## config.mk

```make
export PLATFORM = sky130hd
export DESIGN_NAME = clk_div_prog
export DESIGN_NICKNAME = d
export VERILOG_FILES = /design/src/rtl/clk_div_prog.sv
export SDC_FILE = /design/constraint.sdc
export NUM_CORES = 1
export LEC_CHECK = 0
export BUFFER_PORTS_ARGS = -buffer_cell sky130_fd_sc_hd__buf_4
export CORE_MARGIN = 4
export CORE_UTILIZATION = 42
export CTS_BUF_LIST = sky130_fd_sc_hd__clkbuf_4 sky130_fd_sc_hd__clkbuf_8
export CTS_CLUSTER_DIAMETER = 50
export DETAILED_ROUTE_END_ITERATION = 16
export GPL_TIMING_DRIVEN = 0
export PLACE_DENSITY = 0.73
export SYNTH_ARGS = -nofsm -noshare
export SYNTH_HDL_FRONTEND = slang
export SYNTH_SLANG_ARGS = --single-unit
```

## constraint.sdc

```tcl
create_clock -name clkin -period 5 [get_ports clkin]
set_input_delay 0 -clock clkin [delete_from_list [all_inputs] [get_ports clkin]]
set_output_delay 0 -clock clkin [all_outputs]
set_load 0.05 [all_outputs]
```

## src/rtl/clk_div_prog.sv

```systemverilog
// Programmable CPU/memory clock divider with glitch-free halt/run and single-step.
// Optional rising-edge counter on cyc_cnt when CLK_DIV_PROG_CYCLE_CNT_EN is defined.
module clk_div_prog #(
  parameter int CNT_W        = 24,
  parameter int DEFAULT_HALF = 10000,
  parameter int START_RUN    = 1
) (
  input  logic             clkin,
  input  logic             reset,
  input  logic [CNT_W-1:0] div_half,
  input  logic             div_load,
  input  logic             run_en,
  input  logic             step,
  output logic             clk,
  output logic             mem_clk,
  output logic             tick,
  output logic             div_pending,
  output logic             halted,
  output logic [31:0]      cyc_cnt
);

  typedef enum logic [1:0] {
    S_RUN  = 2'd0,
    S_HALT = 2'd1,
    S_STEP = 2'd2
  } state_t;

  localparam state_t       RESET_STATE = (START_RUN != 0) ? S_RUN : S_HALT;
  localparam [CNT_W-1:0]   RESET_HALF  = CNT_W'(DEFAULT_HALF);
  localparam [CNT_W-1:0]   CNT_ONE     = {{(CNT_W-1){1'b0}}, 1'b1};

  state_t           state;
  state_t           state_nxt;
  logic [CNT_W-1:0] counter;
  logic [CNT_W-1:0] counter_nxt;
  logic [CNT_W-1:0] half_r;
  logic [CNT_W-1:0] half_nxt;
  logic [CNT_W-1:0] pend_r;
  logic [CNT_W-1:0] pend_nxt;
  logic             pend_vld;
  logic             pend_vld_nxt;
  logic             clk_nxt;
  logic             tick_nxt;
  logic             boundary;
  logic             toggle;

  // >= rather than == so a shrunk ratio can never leave the counter stranded
  assign toggle = (counter >= half_r);

  always_ff @(posedge clkin or posedge reset) begin
    if (reset) begin
      state    <= RESET_STATE;
      counter  <= '0;
      half_r   <= RESET_HALF;
      pend_r   <= '0;
      pend_vld <= 1'b0;
      clk      <= 1'b0;
      mem_clk  <= 1'b1;
      tick     <= 1'b0;
    end else begin
      state    <= state_nxt;
      counter  <= counter_nxt;
      half_r   <= half_nxt;
      pend_r   <= pend_nxt;
      pend_vld <= pend_vld_nxt;
      clk      <= clk_nxt;
      mem_clk  <= ~clk_nxt;
      tick     <= tick_nxt;
    end
  end

  always_comb begin
    state_nxt   = state;
    counter_nxt = counter;
    clk_nxt     = clk;
    tick_nxt    = 1'b0;
    boundary    = 1'b0;

    case (state)
      S_RUN: begin
        if (toggle) begin
          counter_nxt = '0;
          boundary    = clk;
          if (!run_en) begin
            // falling edge completes the high phase; a rising edge is suppressed
            clk_nxt   = 1'b0;
            state_nxt = S_HALT;
          end else begin
            clk_nxt  = ~clk;
            tick_nxt = ~clk;
          end
        end else begin
          counter_nxt = counter + CNT_ONE;
        end
      end

      S_HALT: begin
        clk_nxt     = 1'b0;
        counter_nxt = '0;
        boundary    = 1'b1;
        if (run_en) begin
          state_nxt = S_RUN;
        end else if (step) begin
          state_nxt = S_STEP;
        end
      end

      S_STEP: begin
        if (toggle) begin
          counter_nxt = '0;
          clk_nxt     = ~clk;
          tick_nxt    = ~clk;
          if (clk) begin
            boundary  = 1'b1;
            state_nxt = S_HALT;
          end
        end else begin
          counter_nxt = counter + CNT_ONE;
        end
      end

      default: begin
        clk_nxt     = 1'b0;
        counter_nxt = '0;
        state_nxt   = S_HALT;
      end
    endcase
  end

  always_comb begin
    half_nxt     = half_r;
    pend_nxt     = pend_r;
    pend_vld_nxt = pend_vld;

    if (div_load) begin
      pend_nxt = div_half;
    end

    // a load coinciding with a boundary bypasses the pending register
    if (boundary) begin
      if (div_load) begin
        half_nxt = div_half;
      end else if (pend_vld) begin
        half_nxt = pend_r;
      end
      pend_vld_nxt = 1'b0;
    end else if (div_load) begin
      pend_vld_nxt = 1'b1;
    end
  end

  assign div_pending = pend_vld;
  assign halted      = (state == S_HALT);

`ifdef CLK_DIV_PROG_CYCLE_CNT_EN
  logic [31:0] cyc_r;

  always_ff @(posedge clkin or posedge reset) begin
    if (reset) begin
      cyc_r <= 32'd0;
    end else if (tick_nxt) begin
      cyc_r <= cyc_r + 32'd1;
    end
  end

  assign cyc_cnt = cyc_r;
`else
  assign cyc_cnt = 32'd0;
`endif

endmodule

```

==> key figures, run 1 <==
Logic synthesis
  • Ys flop type: dfrtp_1
  • Fraction of registers with async set/reset: 100%
  • Yosys warns: 0
  • Post-Synthesis Cell Area: 4010 µm²
  • Synth cell types: 40
  • Synth Instances: between 300 and 400
  • Post-synth EDFFs: 0
  • Syn_area_per_cell: about 10 µm²
  • Post-synthesis register bit count: 78
  • Sequential area share after synthesis: between 40% and 50%

Cells and area
  • Share of cells above drive strength 1: 25.7%
  • Antenna diodes: 0
  • Synth-to-Final Area Change: 24.2%
  • Final core utilization: 53.7%
  • Final #Nets: 545
  • # fillers: 834

Global routing
  • Tot GR Track Use: 14.8%
  • Largest net degree at the start of global routing: about 40
  • Grt ovf: 0
  • Global-route wire length before repair: 13300 µm
  • Initial antenna violation count: 0
  • Number of global-route vias before repair: 2872

Clocking
  • CTS tree: yes
  • Clk buf depth: 2
  • Num CTS Buffers: 9
  • CTS resizes: 0
  • Clock latency on the worst-skew pair: 340 ps
  • H-tree levels: 3
  • Root Driver: clkbuf_8
  • Number of clock sinks: 78
  • Clock slew at reported path FFs: around 70 ps
  • Setup Buffers After CTS: 0

STA
  • Worst clock skew: around 9.1 ps
  • Slew of the pin with the lowest slew margin: ~600 ps
  • Slew Limit Fails: 0
  • Setup violations, final: 0
  • FMAX: approximately 270 MHz
  • Final TNS setup: 0 ps
  • Fin crit share: 73.3%
  • Hold Violations, Final: 0
  • Tmin final: 3670 ps
  • Relative slew margins: 59.4%
  • RSZ-0062 raised after global routing: no

Die
  • Starting Density: 43.2%
  • Die area: 11200 µm²
  • Die width: 106 µm
  • Die Y-Extent: between 100 and 150 µm
  • Core area: 9280 µm²
  • Row count: 35
  • I/O pin cnt: 66

Pwr
  • Clock power frac: 25.8%
  • Sw power: 0.000501 W
  • Combinational power share: 24.8%
  • Leakage Power: ~2.4 nW
  • Peak supply drop: 0.000123 V
  • Switch share: 31.5%
  • Sequential Power Share: 49.4%
  • Pint: between 0.001 and 0.0015 W
  • Power Density: between 300 and 400 nW/µm²

Worst setup path
  • Critical-path cell list: ha_1 > nand4_1 > nor4_1 > nand4_1 > o21ai_1 > nor2_1 > inv_1 > ha_1 > a21oi_1 > nor2_1 > clkbuf_1 > clkbuf_1 > nand2_1 > o21ai_0
  • Worst path top cell family by delay: simple AND/OR/NAND/NOR gates
  • R2R setup slack: 1330 ps
  • CP Class: reg -> reg
  • CP peak stage delay: between 400 and 500 ps
  • CP max FO: 10
  • R2r startpoint: counter[21]
  • Worst path required time: 5260 ps
  • Crit-path slowest cell: nor4_1
  • CP Buf/Inv Count: 3
  • Reg2reg end: half_r[4]
  • CP arrival: ~3900 ps
  • CP endpoint kind: flop
  • Reg2Reg Depth: 14
  • Startpoint types: flop

Route
  • Post-Route WL: 7860 µm
  • Residual DRC: 0
  • Vias: 2835
  • Routed Antenna Nets: 0
  • Initial DRC Count: 83
  • Drt wl/cell: 12.6 µm
  • Avg Vias per Cell: approximately 4.5
  • First drt pass iteration count: 4

Job
  • Maxcap violations: 0

Min path
  • Hold path cells: 3
  • Hold Crit Class: in -> reg
  • Worst Hold Path EP: state[1]
  • Hold path start: step

Placement
  • Routability cong.: 0.809
  • Port bufs: 32
  • DP Wirelength: between 5000 and 6000 µm

Run status
  • Status: completed
-- sequential cells by signal, summed over array words and instances, names as in the netlist --
name         flops
div_pending      1
pend_r          24
clk              1
mem_clk          1
tick             1
half_r          24
state            2
counter         24
-- worst min-delay path, cell delays in order --
cell    delay (ps)
buf_4           80
and2_1         130
a32o_1         120
-- synth_stat cells (all sizes together) (2+ instances only) --
library cell / n / area (µm²)
and4: 3 / 26.3
xor2: 14 / 123
o21ai: 30 / 150
buf: 38 / 285
nand2b: 2 / 12.5
clkbuf: 7 / 26.3
xnor2: 8 / 70.1
mux2: 25 / 282
inv: 32 / 120
and3: 5 / 31.3
nand2: 37 / 139
nor2: 39 / 176
and2: 2 / 12.5
nand3: 8 / 40.0
dfstp: 6 / 158
dfrtp: 72 / 1800
nor4: 3 / 25.0
a21oi: 11 / 55.1
nand4: 7 / 43.8
ha: 26 / 325
nor2b: 2 / 12.5
-- layout make-up --
| class | instances | area (µm²) | area share (%) |
|---|---|---|---|
| flip-flops and latches | 78 | 1960 | 39.3 |
| multi-input cells | 265 | 1740 | 34.9 |
| repair buffers | 59 | 520 | 10.4 |
| plain buffers | 45 | 312 | 6.25 |
| well taps | 129 | 161 | 3.24 |
| clock buffers | 13 | 154 | 3.09 |
| inverters | 32 | 123 | 2.46 |
| clock inverters | 3 | 15.0 | 0.301 |
-- metrics by stage --
step	power, W	std cells	setup slack, ps	hold WS [ps]	area [µm²]
final	0.00159	624	1330	18.3	4980
after global routing	0.00169	624	899	44.2	4980
after CTS	0.00160	624	1280	5.75	4980
after detailed placement	0.00118	582	1340	72.3	4550
after global placement	0.00115	581	1400	254	4530
after floorplan	0.00107	420	2200	164	4130
-- per-layer routing --
metal  GRT usage (%)  routed length (µm)  vias to the layer above
met3            3.86                 297                        6
met1            18.9                3550                     1348
met2            25.1                3930                       48
li1                -                   -                     1433
met4            3.89                  82                        0
met5               0                   0                        -
-- how the worst max path moves through the flow --
| stage | startpoint | to | slack [ps] | cells after the start |
|---|---|---|---|---|
| 6_report | counter[21] | half_r[4] | 1330 | 14 |
| 3_3_place_gp | counter[21] | half_r[20] | 1400 | 13 |
| 5_1_grt | counter[21] | half_r[4] | 900 | 14 |
| 3_5_place_dp | counter[21] | half_r[4] | 1340 | 14 |
| 2_1_floorplan | counter[21] | half_r[18] | 2200 | 13 |
| 4_1_cts | counter[21] | half_r[4] | 1280 | 14 |
-- logic make-up (layout without fill, tap and decap cells) --
group / after synthesis / count (layout) / synth area share [%]
AO/OA/AOI/OAI: 51 / 51 / 7.30
XOR/XNOR: 22 / 22 / 4.80
adder cells (fa/ha/maj): 26 / 26 / 8.11
buffers and inverters: 77 / 152 / 10.8
flip-flops: 78 / 78 / 48.8
multiplexers: 25 / 25 / 7.02
other: 1 / 32 / 0.0935
AND/OR/NAND/NOR: 109 / 109 / 13.1
-- power groups by stage --
stage	sequential, W	combinational [W]	clock (W)
5_1_grt	0.000796	0.000439	0.000456
4_1_cts	0.000786	0.000396	0.000422
6_report	0.000786	0.000394	0.000410
3_5_place_dp	0.000798	0.000379	0
2_1_floorplan	0.000803	0.000269	0
3_3_place_gp	0.000792	0.000356	0
-- cell usage in the layout, fill, tap and decap left out, drive strengths merged, types with 2 or more instances in the layout --
| cell type | netlist | routed |
|---|---|---|
| and4 | 3 | 3 |
| buf | 38 | 71 |
| nand4 | 7 | 7 |
| clkbuf | 7 | 20 |
| a21oi | 11 | 11 |
| clkinv | 0 | 3 |
| mux2 | 25 | 25 |
| and2 | 2 | 2 |
| nor2b | 2 | 2 |
| xor2 | 14 | 14 |
| ha | 26 | 26 |
| conb | 1 | 32 |
| dfrtp | 72 | 72 |
| nand2 | 37 | 37 |
| nand3 | 8 | 8 |
| nand2b | 2 | 2 |
| nor2 | 39 | 39 |
| dfstp | 6 | 6 |
| inv | 32 | 32 |
| xnor2 | 8 | 8 |
| o21ai | 30 | 30 |
| dlygate4sd3 | 0 | 26 |
| and3 | 5 | 5 |
| nor4 | 3 | 3 |
-- timing repair --
action,4_1_cts,5_1_grt
endpoints found under the setup margin,0,0
hold endpoints to repair,62,0
hold buffers,26,0
No activity file was read; power rests on OpenSTA's default activity.
==> run 2, diff against run 1 <==
- ABC_AREA: unset -> 1
- clock period: 5 -> 3.7 ns (I/O delays scaled with it)
==> run 2 against run 1 <==
- sequential power grew 15%
- worst setup slack lost 360 ps
- clock power grew 56%
- die area grew 7.2%
- cell count grew 24%
- routed wire length grew 19%
- synthesized area grew 7.8%
- combinational power shrank 37%
- global-route usage grew 1.9 points
- largest cell class unchanged
- critical endpoint is now half_r[11]
- worst hold slack gained 40 ps
- highest routed layer unchanged
- via count grew 24%
==> key figures, run 2 <==
Job
  • Maxcap violations: 0 (unchanged)

Logic synthesis
  • Post-synthesis mux area share: 0% (-7.0 points)
  • Top post-synthesis cells by count: nand2_1, dfrtp_1, inv_1
  • Synth top area share: 41.6% (-3.3 points)
  • Yosys warns: 0 (unchanged)
  • Simple-gate share of the synthesized area: 26.3% (+13 points)
  • Ys flop type: dfrtp_1
  • Synth cell types: 33 (-18%)
  • Fraction of registers with async set/reset: 100% (unchanged)
  • Largest family of logic cells by synthesized area: simple AND/OR/NAND/NOR gates
  • Syn_area_per_cell: 8.16 µm² (-21%)
  • Area share of fa/ha/maj cells after synthesis: 7.52% (-0.59 points)
  • Synth Instances: 530 (+36%)
  • Count leader, synth: nand2_1
  • Cell taking the most area after synthesis: dfrtp_1
  • Post-synth EDFFs: 0 (unchanged)
  • Sequential area share after synthesis: 45.3% (-3.5 points)
  • Post-Synthesis Cell Area: 4330 µm² (+7.8%)
  • Post-synthesis register bit count: 78 (unchanged)
  • Xor/xnor share of the synthesized area: 2.43% (-2.4 points)
  • Leading post-synthesis cells by cell area: dfrtp_1, nand2_1, ha_1
  • Compound-gate portion of the synthesized area: 5.75% (-1.5 points)

STA
  • Hold Violations, Final: 0 (unchanged)
  • Tmin final: 2720 ps (-943 ps)
  • Fin crit share: 73.6% (+0.28 points)
  • Slew Limit Fails: 0 (unchanged)
  • Hold Slack: 58.0 ps (+39.7 ps)
  • RSZ-0062 raised after global routing: no
  • Worst clock skew: 9.10 ps (-0.00291 ps)
  • Setup violations, final: 0 (unchanged)
  • FMAX: 367 MHz (+35%)
  • Final TNS setup: 0 ps (unchanged)

Cells and area
  • Regs by FF count: counter: 24 flops, half_r: 24 flops, pend_r: 24 flops
  • Synth-to-Final Area Change: 23.7%
  • Final Non-Filler Cells: 771 (+24%)
  • Most frequent cells in the layout: nand2_1, dfrtp_1, buf_4
  • # fillers: 896 (+7.4%)
  • Share of cells above drive strength 1: 18.8% (-6.8 points)
  • Final #Nets: 688 (+26%)
  • Antenna diodes: 0 (unchanged)
  • Most common cell after layout, fill and taps aside: nand2_1
  • Design Area, Final: 5350 µm² (+7.4%)

Worst setup path
  • Worst path required time: 3920 ps (-1340 ps)
  • CP peak stage delay: 530 ps (+90 ps)
  • CP arrival: 2940 ps (-980 ps)
  • Most frequent cell on the critical path: nand2_1
  • Startpoint types: flop
  • Critical-path cell list: inv_1 > ha_1 > nand2_1 > nor2_1 > nand2_1 > nand2_1 > nor2_1 > nand2_1 > nand2_1 > nand2_1 > ha_1 > nand2_1 > a21oi_2 > clkbuf_1 > o21ai_0
  • CP max FO: 10 (unchanged)
  • CP endpoint kind: flop
  • Crit-path slowest cell: dfstp_2
  • CP Class: reg -> reg

Route
  • Residual DRC: 0 (unchanged)
  • Initial DRC Count: 237 (+190%)
  • Post-Route WL: 9320 µm (+19%)
  • First drt pass iteration count: 4 (unchanged)
  • Routed Antenna Nets: 0 (unchanged)
  • Avg Vias per Cell: 4.55 (+0.23%)
  • Vias: 3511 (+24%)
  • Drt wl/cell: 12.1 µm (-4.1%)

Clocking
  • Clock latency on the worst-skew pair: 360 ps (+20 ps)
  • Setup Buffers After CTS: 0 (unchanged)
  • Number of clock sinks: 78 (unchanged)
  • Clk buf depth: 2 (unchanged)
  • Root Driver: clkbuf_8
  • Num CTS Buffers: 9 (unchanged)
  • Clock slew at reported path FFs: 90 ps (+20 ps)
  • CTS tree: yes
  • H-tree levels: 3 (unchanged)

Global routing
  • Global-route wire length before repair: 15700 µm (+18%)
  • Largest net degree at the start of global routing: 46 (+12%)
  • Grt ovf: 0 (unchanged)
  • Initial antenna violation count: 0 (unchanged)
  • Tot GR Track Use: 16.7% (+1.9 points)
  • Number of global-route vias before repair: 3422 (+19%)

Die
  • Die area: 12000 µm² (+7.2%)
  • Die Y-Extent: 109 µm (+3.5%)
  • Die width: 109 µm (+3.5%)
  • I/O pin cnt: 66 (unchanged)
  • Row count: 36 (+2.9%)
  • Core area: 9910 µm² (+6.7%)
  • Starting Density: 43.7% (+0.44 points)

Pwr
  • Leakage Power: 2.83 nW (+17%)
  • Power Density: 335 nW/µm² (+5.0%)
  • Total power: 0.00179 W (+13%)
  • Peak supply drop: 0.000158 V (+29%)

Placement
  • Routability cong.: 0.901 (+11%)
  • DP Wirelength: 6980 µm (+20%)
  • Post-DP Area: 4870 µm² (+7.0%)
  • Dpl cells: 727 (+25%)
  • Port bufs: 32 (unchanged)

Min path
  • Hold Crit Class: in -> reg

Run status
  • Status: completed
## run 2: area by class of cell
| cell class | count | area (µm²) | share of cell area (%) |
|---|---|---|---|
| timing repair buffer | 61 | 541 | 10.1 |
| buffer | 44 | 318 | 5.94 |
| inverter | 61 | 231 | 4.33 |
| tap | 133 | 166 | 3.11 |
| multi-input combinational | 378 | 1940 | 36.2 |
| clock inverter | 7 | 75.1 | 1.40 |
| sequential | 78 | 1960 | 36.6 |
| clock buffer | 9 | 124 | 2.31 |
## run 2: worst paths after layout
check / start / to / slack (ps) / cells past startpoint
worst max-delay path: half_r[4] / half_r[11] / 980 / 15
worst min register to register: pend_r[13] / pend_r[13] / 480 / 2
min in group asynchronous: reset / pend_r[5] / 220 / 3
worst max register to register: half_r[4] / half_r[11] / 980 / 15
max in group asynchronous: reset / half_r[10] / 2840 / 4
worst min-delay path: div_load / pend_r[23] / 60 / 3
## run 2: what timing repair did
action / 4_1_cts / 5_1_grt
endpoints found under the hold margin: 77 / 0
hold buffers: 28 / 0
resized for setup: 0 / 0
## run 2: cells by family after synthesis
family,count (synthesis)
and+or+nand+nor,263
buffers and inverters,105
DFF,78
AOI/OAI and AO/OA,45
adders and majority gates,26
xor gates and xnor gates,12
other,1
## run 2: critical path: cells and delay by family, from the launching register on
family / cells / cell delay [ps]
simple gates: 9 / 820
flops: 1 / 530
buf+inv: 2 / 390
compound gates: 2 / 420
fa+ha+maj: 2 / 430
## run 2: routing by layer
layer	vias up	global-route usage (%)	routed length, µm
li1	1790	-	-
met1	1628	21.4	4240
met2	78	27.4	4470
met3	15	3.35	458
met4	0	7.39	151
met5	-	0	0
## run 2: where the power goes
part	total (W)	switching, W	internal (W)	leakage, nW
logic	0.000250	0.000158	0.0000914	1.78
registers	0.000906	0.0000119	0.000894	0.952
clock network	0.000639	0.000327	0.000312	0.0914
## run 2: metrics by stage
stage          util [%]  setup slack (ps)
6_report           54.0               977
5_1_grt            54.0               714
4_1_cts            54.0               948
3_5_place_dp       49.2               974
3_3_place_gp       48.9               881
2_1_floorplan         -              1460
